[config.mk]
export PLATFORM = sky130hd
export DESIGN_NAME = text_buf_ctrl
export DESIGN_NICKNAME = d
export VERILOG_FILES = /design/src/rtl/text_buf_ctrl.sv
export SDC_FILE = /design/constraint.sdc
export NUM_CORES = 1
export LEC_CHECK = 0
export BUFFER_PORTS_ARGS = -buffer_cell sky130_fd_sc_hd__buf_4
export CAP_MARGIN = 10
export CORE_UTILIZATION = 50
export CTS_CLUSTER_SIZE = 40
export DETAILED_ROUTE_END_ITERATION = 8
export PLACE_DENSITY_LB_ADDON = 0.2
export SLEW_MARGIN = 20
export SYNTH_ARGS = -nofsm -noshare
export SYNTH_HDL_FRONTEND = slang
export SYNTH_SLANG_ARGS = --single-unit
[constraint.sdc]
create_clock -name clk -period 1.9 [get_ports clk]
set_input_delay 0.38 -clock clk [delete_from_list [all_inputs] [get_ports clk]]
set_output_delay 0.38 -clock clk [all_outputs]
set_load 0.005 [all_outputs]
[src/rtl/text_buf_ctrl.sv]
// Write-side controller for the 70x30 character buffer: turns key codes into cell writes,
// cursor moves and scrolls, and blanks the screen after reset or clr.
module text_buf_ctrl #(
   parameter int         COLS  = 70,
   parameter int         ROWS  = 30,
   parameter logic [7:0] BLANK = 8'h20
) (
   input  logic        clk,
   input  logic        rst,
   input  logic        key_valid,
   input  logic [7:0]  key_ascii,
   input  logic        clr,
   output logic        ready,
   output logic        overrun,
   output logic        wr_en,
   output logic [11:0] wr_addr,
   output logic [7:0]  wr_data,
   output logic [11:0] rd_addr,
   input  logic [7:0]  rd_data,
   output logic [4:0]  cur_row,
   output logic [6:0]  cur_col
);
   localparam logic [6:0] LAST_COL = 7'(COLS - 1);
   localparam logic [4:0] LAST_ROW = 5'(ROWS - 1);

   typedef enum logic [1:0] {CLEAR, IDLE, SCROLL, SCR_CLR} state_t;

   state_t      state_q, state_d;
   logic [4:0]  row_q, row_d;
   logic [6:0]  col_q, col_d;
   logic [4:0]  pos_row_q, pos_row_d;
   logic [6:0]  pos_col_q, pos_col_d;
   logic        drain_q, drain_d;
   logic        scr_vld_p1_q, scr_vld_p1_d;
   logic        wr_en_q, wr_en_d;
   logic [11:0] wr_addr_q, wr_addr_d;
   logic [7:0]  wr_data_q, wr_data_d;
   logic        overrun_q, overrun_d;
   logic        accept;
   logic        line_feed;
   logic        pos_last_col;

   function automatic logic [11:0] cell_addr(input logic [4:0] r, input logic [6:0] c);
      return {r, c};
   endfunction

   always_comb begin
      accept       = key_valid && (state_q == IDLE) && !clr;
      pos_last_col = (pos_col_q == LAST_COL);
      line_feed    = 1'b0;
      state_d      = state_q;
      row_d        = row_q;
      col_d        = col_q;
      pos_row_d    = pos_row_q;
      pos_col_d    = pos_col_q;
      drain_d      = drain_q;
      scr_vld_p1_d = 1'b0;
      wr_en_d      = 1'b0;
      wr_addr_d    = wr_addr_q;
      wr_data_d    = wr_data_q;
      overrun_d    = key_valid && !accept;

      if (clr) begin
         state_d   = CLEAR;
         row_d     = '0;
         col_d     = '0;
         pos_row_d = '0;
         pos_col_d = '0;
         drain_d   = 1'b0;
      end else begin
         case (state_q)
            // CLEAR sweeps the whole screen from (0,0); SCR_CLR enters at (ROWS-1,0)
            CLEAR, SCR_CLR: begin
               wr_en_d   = 1'b1;
               wr_addr_d = cell_addr(pos_row_q, pos_col_q);
               wr_data_d = BLANK;
               if (pos_last_col) begin
                  pos_col_d = '0;
                  if (pos_row_q == LAST_ROW) state_d = IDLE;
                  else pos_row_d = pos_row_q + 5'd1;
               end else begin
                  pos_col_d = pos_col_q + 7'd1;
               end
            end
            SCROLL: begin
               if (drain_q) begin
                  state_d   = SCR_CLR;
                  drain_d   = 1'b0;
                  pos_row_d = LAST_ROW;
                  pos_col_d = '0;
               end else begin
                  // read of the current source lands next cycle, written one row up
                  scr_vld_p1_d = 1'b1;
                  wr_en_d      = 1'b1;
                  wr_addr_d    = cell_addr(pos_row_q - 5'd1, pos_col_q);
                  if (pos_last_col) begin
                     pos_col_d = '0;
                     if (pos_row_q == LAST_ROW) drain_d = 1'b1;
                     else pos_row_d = pos_row_q + 5'd1;
                  end else begin
                     pos_col_d = pos_col_q + 7'd1;
                  end
               end
            end
            default: begin
               if (accept) begin
                  if (key_ascii >= 8'h20 && key_ascii <= 8'h7E) begin
                     wr_en_d   = 1'b1;
                     wr_addr_d = cell_addr(row_q, col_q);
                     wr_data_d = key_ascii;
                     if (col_q == LAST_COL) line_feed = 1'b1;
                     else col_d = col_q + 7'd1;
                  end else if (key_ascii == 8'h0A || key_ascii == 8'h0D) begin
                     line_feed = 1'b1;
                  end else if (key_ascii == 8'h08) begin
                     if (col_q != 7'd0) begin
                        col_d     = col_q - 7'd1;
                        wr_en_d   = 1'b1;
                        wr_addr_d = cell_addr(row_q, col_q - 7'd1);
                        wr_data_d = BLANK;
                     end else if (row_q != 5'd0) begin
                        row_d     = row_q - 5'd1;
                        col_d     = LAST_COL;
                        wr_en_d   = 1'b1;
                        wr_addr_d = cell_addr(row_q - 5'd1, LAST_COL);
                        wr_data_d = BLANK;
                     end
                  end
                  if (line_feed) begin
                     col_d = '0;
                     if (row_q == LAST_ROW) begin
                        state_d   = SCROLL;
                        pos_row_d = 5'd1;
                        pos_col_d = '0;
                        drain_d   = 1'b0;
                     end else begin
                        row_d = row_q + 5'd1;
                     end
                  end
               end
            end
         endcase
      end
   end

   always_ff @(posedge clk or posedge rst) begin
      if (rst) begin
         state_q      <= CLEAR;
         row_q        <= '0;
         col_q        <= '0;
         pos_row_q    <= '0;
         pos_col_q    <= '0;
         drain_q      <= 1'b0;
         scr_vld_p1_q <= 1'b0;
         wr_en_q      <= 1'b0;
         wr_addr_q    <= '0;
         wr_data_q    <= BLANK;
         overrun_q    <= 1'b0;
      end else begin
         state_q      <= state_d;
         row_q        <= row_d;
         col_q        <= col_d;
         pos_row_q    <= pos_row_d;
         pos_col_q    <= pos_col_d;
         drain_q      <= drain_d;
         scr_vld_p1_q <= scr_vld_p1_d;
         wr_en_q      <= wr_en_d;
         wr_addr_q    <= wr_addr_d;
         wr_data_q    <= wr_data_d;
         overrun_q    <= overrun_d;
      end
   end

   assign ready   = (state_q == IDLE);
   assign overrun = overrun_q;
   assign wr_en   = wr_en_q;
   assign wr_addr = wr_addr_q;
   assign wr_data = scr_vld_p1_q ? rd_data : wr_data_q;
   assign rd_addr = cell_addr(pos_row_q, pos_col_q);
   assign cur_row = row_q;
   assign cur_col = col_q;

endmodule
# Word-level counts from Yosys, hierarchy flattened
# Index checks and enable logic that the tools add are counted.
# word_totals
register_bits	50
inputBits	20
output_inout_bits	47
word_cells	160
# classes
add_sub_neg	7
n_lt_le_gt_ge	2
n_eq_ne	20
muxes	84
bitwise_logic	2
n_reduce_logical	34
# ops
op	n
7-bit two-way mux	16
5-bit two-way mux	17
12-bit two-way mux	7
8-bit two-way mux	7
8-bit by 4-bit equality test with 1-bit output, second input constant	3
12-bit one-hot mux with 2 select lines	1
6-bit AND reduction	4
4-bit nonzero test	6
1-bit two-way mux	23
8-bit one-hot mux with 2 select lines	1
3-bit nonzero test	5
5-bit nonzero test	3
7-bit by 1-bit adder with 7-bit output, second input constant	2
7-bit equality test, second input constant	2
2-bit two-way mux	7
7-bit one-hot mux with 2 select lines	1
5-bit by 1-bit adder with 5-bit output, second input constant	2
5-bit equality test, second input constant	2
5-bit one-hot mux with 2 select lines	1
5-bit by 1-bit subtractor with 5-bit output, second input constant	2
3-bit inequality test, second input constant	3
8-bit by 6-bit greater-or-equal comparator with 1-bit output, second input constant	1
8-bit by 7-bit <= comparator with 1-bit output, second input constant	1
4-bit by 3-bit inequality test with 1-bit output, second input constant	2
21 further kinds	30

# Depth between registers and ports, before layout
# Gate-level depths: netlist of the first run.
# depth
depth_word	11
mapped_depth	10
ltp_nobuf	8

# Least setup slack after synthesis of the first run
# No wires, ideal clock.
# synth_path
kind	flip-flop to flip-flop
from	reg col_q[0] (netlist: cur_col[0])
to	reg col_q[1] (netlist: cur_col[1])
setup_time_ns	0.076
arrival_time_ns	1.978
t_required_ns	1.824
setup_slack_ns	-0.154
path_stages_with_launch	10
path_buffers	2
synth_period_minus_slack_ns	2.054
cell_sequence	dfrtp_1 > clkbuf_1 > inv_1 > ha_1 > and3_1 > buf_2 > nor2_1 > mux2i_1 > or4_1 > o21ai_1
# synth_via
elab_chain_len	10
elab_cells_between_ends	23
classes_between	add/sub: 2; eq/ne: 3; mux: 14; reduce/logical: 4
# synth_lines
element	line_no	text
start, declared	30	logic [6:0] col_q, col_d;
start signal, assigned	162	col_q <= col_d;
branches (longest 10 deep; another with 7-bit by 1-bit subtractor with 7-bit output)	--	
# Parallel ways; which one is timed is not known. The select of a mux whose other input is x is not followed.
# A chain may end at the register's enable or synchronous reset.

# Final worst setup path of the first run
# layout_path
from	reg col_q[5] (netlist: cur_col[5])
to	reg row_q[2] (netlist: cur_row[2])
# layout_via
elab_chain_len	10
elab_cells_between_ends	16
classes_between	eq/ne: 1; mux: 14; reduce/logical: 1
# layout_lines
element	line_no	text
7-bit equality test / 7-bit nonzero test (equally long branches)	111, 116	
1-bit two-way mux / 5-bit two-way mux (equally long branches)	111, 116	
1-bit two-way mux / 5-bit two-way mux (equally long branches)	107, 115	
1-bit two-way mux / 5-bit two-way mux (equally long branches)	106, 113	
1-bit two-way mux / 5-bit two-way mux (equally long branches)	71, 107	
1-bit two-way mux / 5-bit two-way mux (equally long branches)	63, 131	
5-bit two-way mux (*)	129	if (line_feed) begin
5-bit two-way mux (*)	106	if (accept) begin
5-bit two-way mux (*)	71	case (state_q)
5-bit two-way mux (*)	63	if (clr) begin
end signal, assigned	161	row_q <= row_d;
end, declared	29	logic [4:0] row_q, row_d;
# Mark *: on every way between the ends. The rest lies on a longest branch, timed or not. The select of a mux whose other input is x is not followed.

==> results of run 1 <==
report_power, final:
part / switching [W] / total, W / leakage, nW / internal [W]
Combinational: 0.00175 / 0.00354 / 1.84 / 0.00179
Sequential: 0.000191 / 0.00148 / 0.668 / 0.00129
Clock: 0.000419 / 0.000694 / 0.0495 / 0.000275
registers in the layout, indices dropped and copies added (netlist names):
register,flops
wr_addr,12
wr_data_q,8
cur_col,7
pos_col_q,7
cur_row,5
pos_row_q,5
state_q,2
drain_q,1
overrun,1
scr_vld_p1_q,1
wr_en,1
layout make-up:
type                       instances  area [sq um]  share of cell area
multi-input combinational        346          2600               0.465
clock inverter                     3          26.3             0.00470
timing repair buffer             182          1450               0.260
clock buffer                       5          68.8              0.0123
inverter                          18          67.6              0.0121
tap                               96           120              0.0215
sequential                        50          1260               0.225
kinds of logic (layout without fill, tap and decap cells):
logic type,count (synthesis),count (layout)
and+or+nand+nor,176,176
AOI/OAI and AO/OA,136,136
DFF,50,50
buffers and inverters,45,208
adders and majority gates,15,15
muxes,10,10
xor gates and xnor gates,9,9
worst max-delay path, cell delays in order, from the launching register on:
cell and delay (ns):
dfrtp_1 0.43, nor3_4 0.20, buf_4 0.14, nand4_1 0.21, buf_4 0.23, buf_4 0.13, o21ai_0 0.35, a211o_1 0.22
a31oi_1 0.09
worst paths after layout:
path,from,endpoint,slack (ns),depth (start not counted)
min reg2reg,wr_data_q[5]$_DFFE_PP1P_,wr_data_q[5]$_DFFE_PP1P_,0.49,2
max,cur_col[5]$_DFFE_PP0P_,cur_row[2]$_DFFE_PP0P_,-0.21,8
min in group clk,key_ascii[4],wr_data_q[4]$_DFFE_PP0P_,0.33,3
min,rst,wr_addr[8]$_DFFE_PP0P_,0.10,3
max in group asynchronous,rst,wr_data_q[5]$_DFFE_PP1P_,1.52,3
max reg2reg,cur_col[5]$_DFFE_PP0P_,cur_row[2]$_DFFE_PP0P_,-0.21,8
timing repair:
action                     CTS  global route
pin swaps                   11            42
setup endpoints to repair   43            47
buffers inserted            11            14
gates cloned                 0             1
gates resized for setup     24            97
per-layer routing:
metal,track usage,vias up,wire [um]
li1,-,1943,-
met1,0.408,2043,5070
met2,0.547,212,6280
met3,0.0417,41,913
met4,0.0894,0,322
met5,0,-,0
layout by cell type (no fill, tap or decap), types with 7 or more instances in the layout:
cell / instances
nor2_1: 27
nand2_2: 14
inv_1: 12
a21oi_1: 21
ha_1: 8
o21ai_0: 20
a21o_1: 7
buf_6: 19
nor3_1: 11
o21ai_2: 10
mux2_2: 7
dfrtp_1: 44
o21ai_1: 17
nand4_1: 10
nor2_2: 7
nand3_1: 19
buf_4: 162
nand2_1: 41
through the flow:
stage | instances | util | hold WS, ns | worst slack, ns
after global routing | 700 | 0.809 | 0.140 | -0.325
after detailed placement | 668 | 0.701 | 0.450 | -0.186
after floorplan | 441 | - | 0.448 | -0.0143
final | 700 | 0.809 | 0.103 | -0.205
after global placement | 668 | 0.701 | 0.450 | -0.184
after CTS | 686 | 0.739 | 0.116 | 0.00110
==> metrics, run 1 <==
post-synthesis async set-or-reset flop share=1.00; Achievable Freq=0.475 GHz; H-Tree Depth=2; CTS Hold Bufs=0; CP required=2.09 ns; TritonCTS Buffers=5; DP Wirelength=around 8.5 mm; Cell variety after synth=66; Layout area overhead=54.3%; Compound-Gate Fraction of Synth Area=0.250; CTS tree=done; vias after detailed routing=roughly 4200; FF+latch count, synth=50; fill count=470; clk_lat worst skew=slightly above 0.3 ns; Pwr Total=around 0.0057 W; final worst slack=-0.205 ns; Post-Synth Simple-Gate Area=0.247; Pwr Density=just over 1000 nW/um^2; nets=~640; die height=approximately 87 um; xor/xnor share of the synthesized area=0.0218; Tmin final=2.11 ns; post-synthesis mux area share=0.0304; crit path capture type=register; Clock Tree Root=clkbuf_8; synthesized-area fraction occupied by adder cells=0.0518; Core Region=roughly 6900 sq um; largest family of logic cells by synthesized area=compound AO/OA/AOI/OAI gates; Max Cap Viol=0; CP Class=register to register; clock buffer depth=2; IO Pins=67; Fin. Hold Viols=0; Top FF cell, synth=dfrtp_1; final setup TNS=-0.847 ns; largest net degree at the start of global routing=around 50; Max transition margin=0.676; Post-Syn Area=3620 sq um; 1st-pass router iterations=5; Pleak=2.55 nW; post-synthesis average cell area=around 8.2 sq um; # clock sinks=50; largest area contributor in the netlist=dfrtp_1; CP Data Arrival Time=approximately 2.3 ns; number of remaining DRC errors=0; Rows=30; die area=7590 sq um; failing checks=negative setup slack; Synth top area share=0.339; Gate Count Post-Synth=around 440; initial antenna violation count=0; first-pass GRT wire length=about 19 mm; drt via density=roughly 6.1; post-place instance area=between 4000 and 5000 sq um; Area contributors post-synth=dfrtp_1, nand2_1, ha_1, o21ai_0, nor2_1; Synth Net Count=approximately 480; design area=between 5000 and 6000 sq um; Diodes inserted=0; total wire length=around 13 mm; post-route ant nets=0; Placer Congestion=between 0.8 and 0.9; YS warnings=0; Worst IR Drop VDD=roughly 0.8 mV; final max-slew violation count=0; die width=87.1 um; Total GRT Usage=0.314; Min-Delay Path Class=input port to asynchronous set/reset pin; status=complete, but fails checks; vias in the first global route=roughly 4000; Buffers on Ports=66; critical path fanouts, max=3; crit share post-route=1.11; Worst-Margin Slew=0.484 ns; Initial Util=0.524; post-synthesis sequential area ratio=0.346; clk_skew=0.0143 ns; aggregate global routing overflow=0; Post-synth EDFFs=0; Worst setup SP type=register; top cells by count, synth=nand2_1, dfrtp_1, nor2_1; clock transition at the registers of the reported paths=between 0.1 and 0.15 ns; drt initial violations=272; RSZ-0062 raised after global routing=yes; WL/cell=between 15 and 20 um; share of layout cells above drive strength 1=0.490; final setup vio count=15; count leader, synth=nand2_1
(Power assumes the default switching activity.)
==> inputs of run 2 (changes only) <==
- CORE_MARGIN: default -> 2
- SKIP_LAST_GASP: default -> 1
==> run 2 against run 1 <==
The run still ends with negative setup slack left. Clock-buffer cell count unchanged. Clock power rose by 34%. Global-route usage shrank 2.4 points. Sequential power about the same. Register-to-register slack better by 0.13 ns. Cell count down 1.3%. Non-clock buffer count fell by 13. Die area up 4.6%. Combinational power is 7.1% lower. Utilization decreased by 5.1 points. Largest cell class unchanged.
==> metrics, run 2 (synthesis results as in run 1) <==
number of remaining DRC errors=0; CTS Hold Bufs=0; CP Class=register to register; crit share post-route=1.04; final max-slew violation count=0; failing checks=negative setup slack; Rows=31; vias after detailed routing=about 4100; die height=between 80 and 90 um; Max Cap Viol=0; Pwr Density=about 1100 nW/um^2; Worst-Margin Slew=between 0.3 and 0.4 ns; clk_skew=between 0.01 and 0.015 ns; final setup vio count=19; initial antenna violation count=0; final setup TNS=-0.734 ns; post-route ant nets=0; Max transition margin=0.747; critical path fanouts, max=6; highest-count cells in the layout ignoring fill and taps=buf_4, nand2_1, dfrtp_1, nor2_1, o21ai_0; TritonCTS Buffers=5; final hold slack=roughly 0.10 ns; total wire length=12.0 mm; Buffers on Ports=between 60 and 70; # clock sinks=50; IO Pins=67; CP required=2.12 ns; Min-Delay Path Class=input port to asynchronous set/reset pin; Achievable Freq=just over 0.5 GHz; Fin. Hold Viols=0; most common cell after layout, fill and taps aside=buf_4; H-Tree Depth=2; clock buffer depth=2; max FFs per register=12; clk_lat worst skew=roughly 0.32 ns; 1st-pass router iterations=5; die area=slightly below 8000 sq um; final worst slack=-0.0710 ns; Diodes inserted=0; largest net degree at the start of global routing=51; CTS tree=done; Total GRT Usage=0.290; die width=around 89 um; WL/cell=between 15 and 20 um; drt initial violations=approximately 340; RSZ-0062 raised after global routing=yes; aggregate global routing overflow=0; Worst IR Drop VDD=between 0.6 and 0.7 mV; fin util=0.758; Tmin final=slightly below 2 ns; Pleak=between 2 and 2.5 nW; Clock Tree Root=clkbuf_8; Core Region=roughly 7100 sq um; first-pass GRT wire length=between 15 and 20 mm; clock transition at the registers of the reported paths=0.11 ns; status=complete, but fails checks; nets=626; Placer Congestion=0.936; share of layout cells above drive strength 1=0.436; crit path capture type=register; Pwr Total=roughly 0.0057 W; vias in the first global route=around 3700; DP Wirelength=approximately 8.5 mm; fill count=about 540; CP Data Arrival Time=about 2.2 ns; drt via density=roughly 6; Worst setup SP type=register; Layout area overhead=49.4%; Initial Util=0.507
[run 2: where the power goes]
group / internal [W] / switching, W / leakage (nW) / total [W]
logic: 0.00164 / 0.00164 / 1.76 / 0.00329
registers: 0.00129 / 0.000177 / 0.671 / 0.00147
clock network: 0.000528 / 0.000399 / 0.0683 / 0.000927
total: 0.00346 / 0.00222 / 2.50 / 0.00568
[run 2: worst max-delay path: stages, from the launching register on]
cell      delay, ns
dfrtp_2        0.42
inv_2          0.08
ha_4           0.14
nor4b_4        0.25
buf_4          0.18
nand3_4        0.11
buf_4          0.17
o21ai_4        0.27
a211oi_1       0.09
a21o_1         0.16
[run 2: path summary, 6_finish.rpt]
check / from / end / slack [ns] / cells after the start
max in group asynchronous: rst / wr_data_q[5]$_DFFE_PP1P_ / 1.51 / 3
worst min register to register: wr_data_q[5]$_DFFE_PP1P_ / wr_data_q[5]$_DFFE_PP1P_ / 0.48 / 2
worst max-delay path: cur_row[0]$_DFFE_PP0P_ / wr_addr[11]$_DFFE_PP0P_ / -0.07 / 9
worst min-delay path: rst / pos_row_q[4]$_DFFE_PP0P_ / 0.10 / 3
min in group clk: key_ascii[0] / wr_data_q[0]$_DFFE_PP0P_ / 0.35 / 3
worst max register to register: cur_row[0]$_DFFE_PP0P_ / wr_addr[11]$_DFFE_PP0P_ / -0.07 / 9
[run 2: cell type report]
cell class,instances,area [sq um],area share
multi-input combinational,347,2490,0.461
timing repair buffer,169,1330,0.246
clock inverter,3,68.8,0.0127
inverter,18,67.6,0.0125
tap,99,124,0.0229
clock buffer,5,68.8,0.0127
sequential,50,1260,0.232
[run 2: repair_timing]
item	in CTS	in global routing
setup buffers	11	7
endpoints found under the hold margin	0	0
endpoints found under the setup margin	29	44
pin swaps	14	18
gates cloned	2	0
resized for setup	23	52
[run 2: layer usage]
layer,GRT usage,vias to the layer above,part of all wire
li1,-,1912,-
met1,0.399,1985,0.41
met2,0.479,188,0.50
met3,0.0388,28,0.067
met4,0.0828,0,0.023
met5,0,-,0
[run 2: per-stage QoR]
stage | setup WS (ns) | std cells | area [sq um]
after floorplan | -0.0143 | 441 | 3660
after global placement | -0.209 | 665 | 4810
after detailed placement | -0.231 | 665 | 4810
after CTS | -0.0175 | 684 | 5140
after global routing | -0.135 | 691 | 5410
final | -0.0710 | 691 | 5410
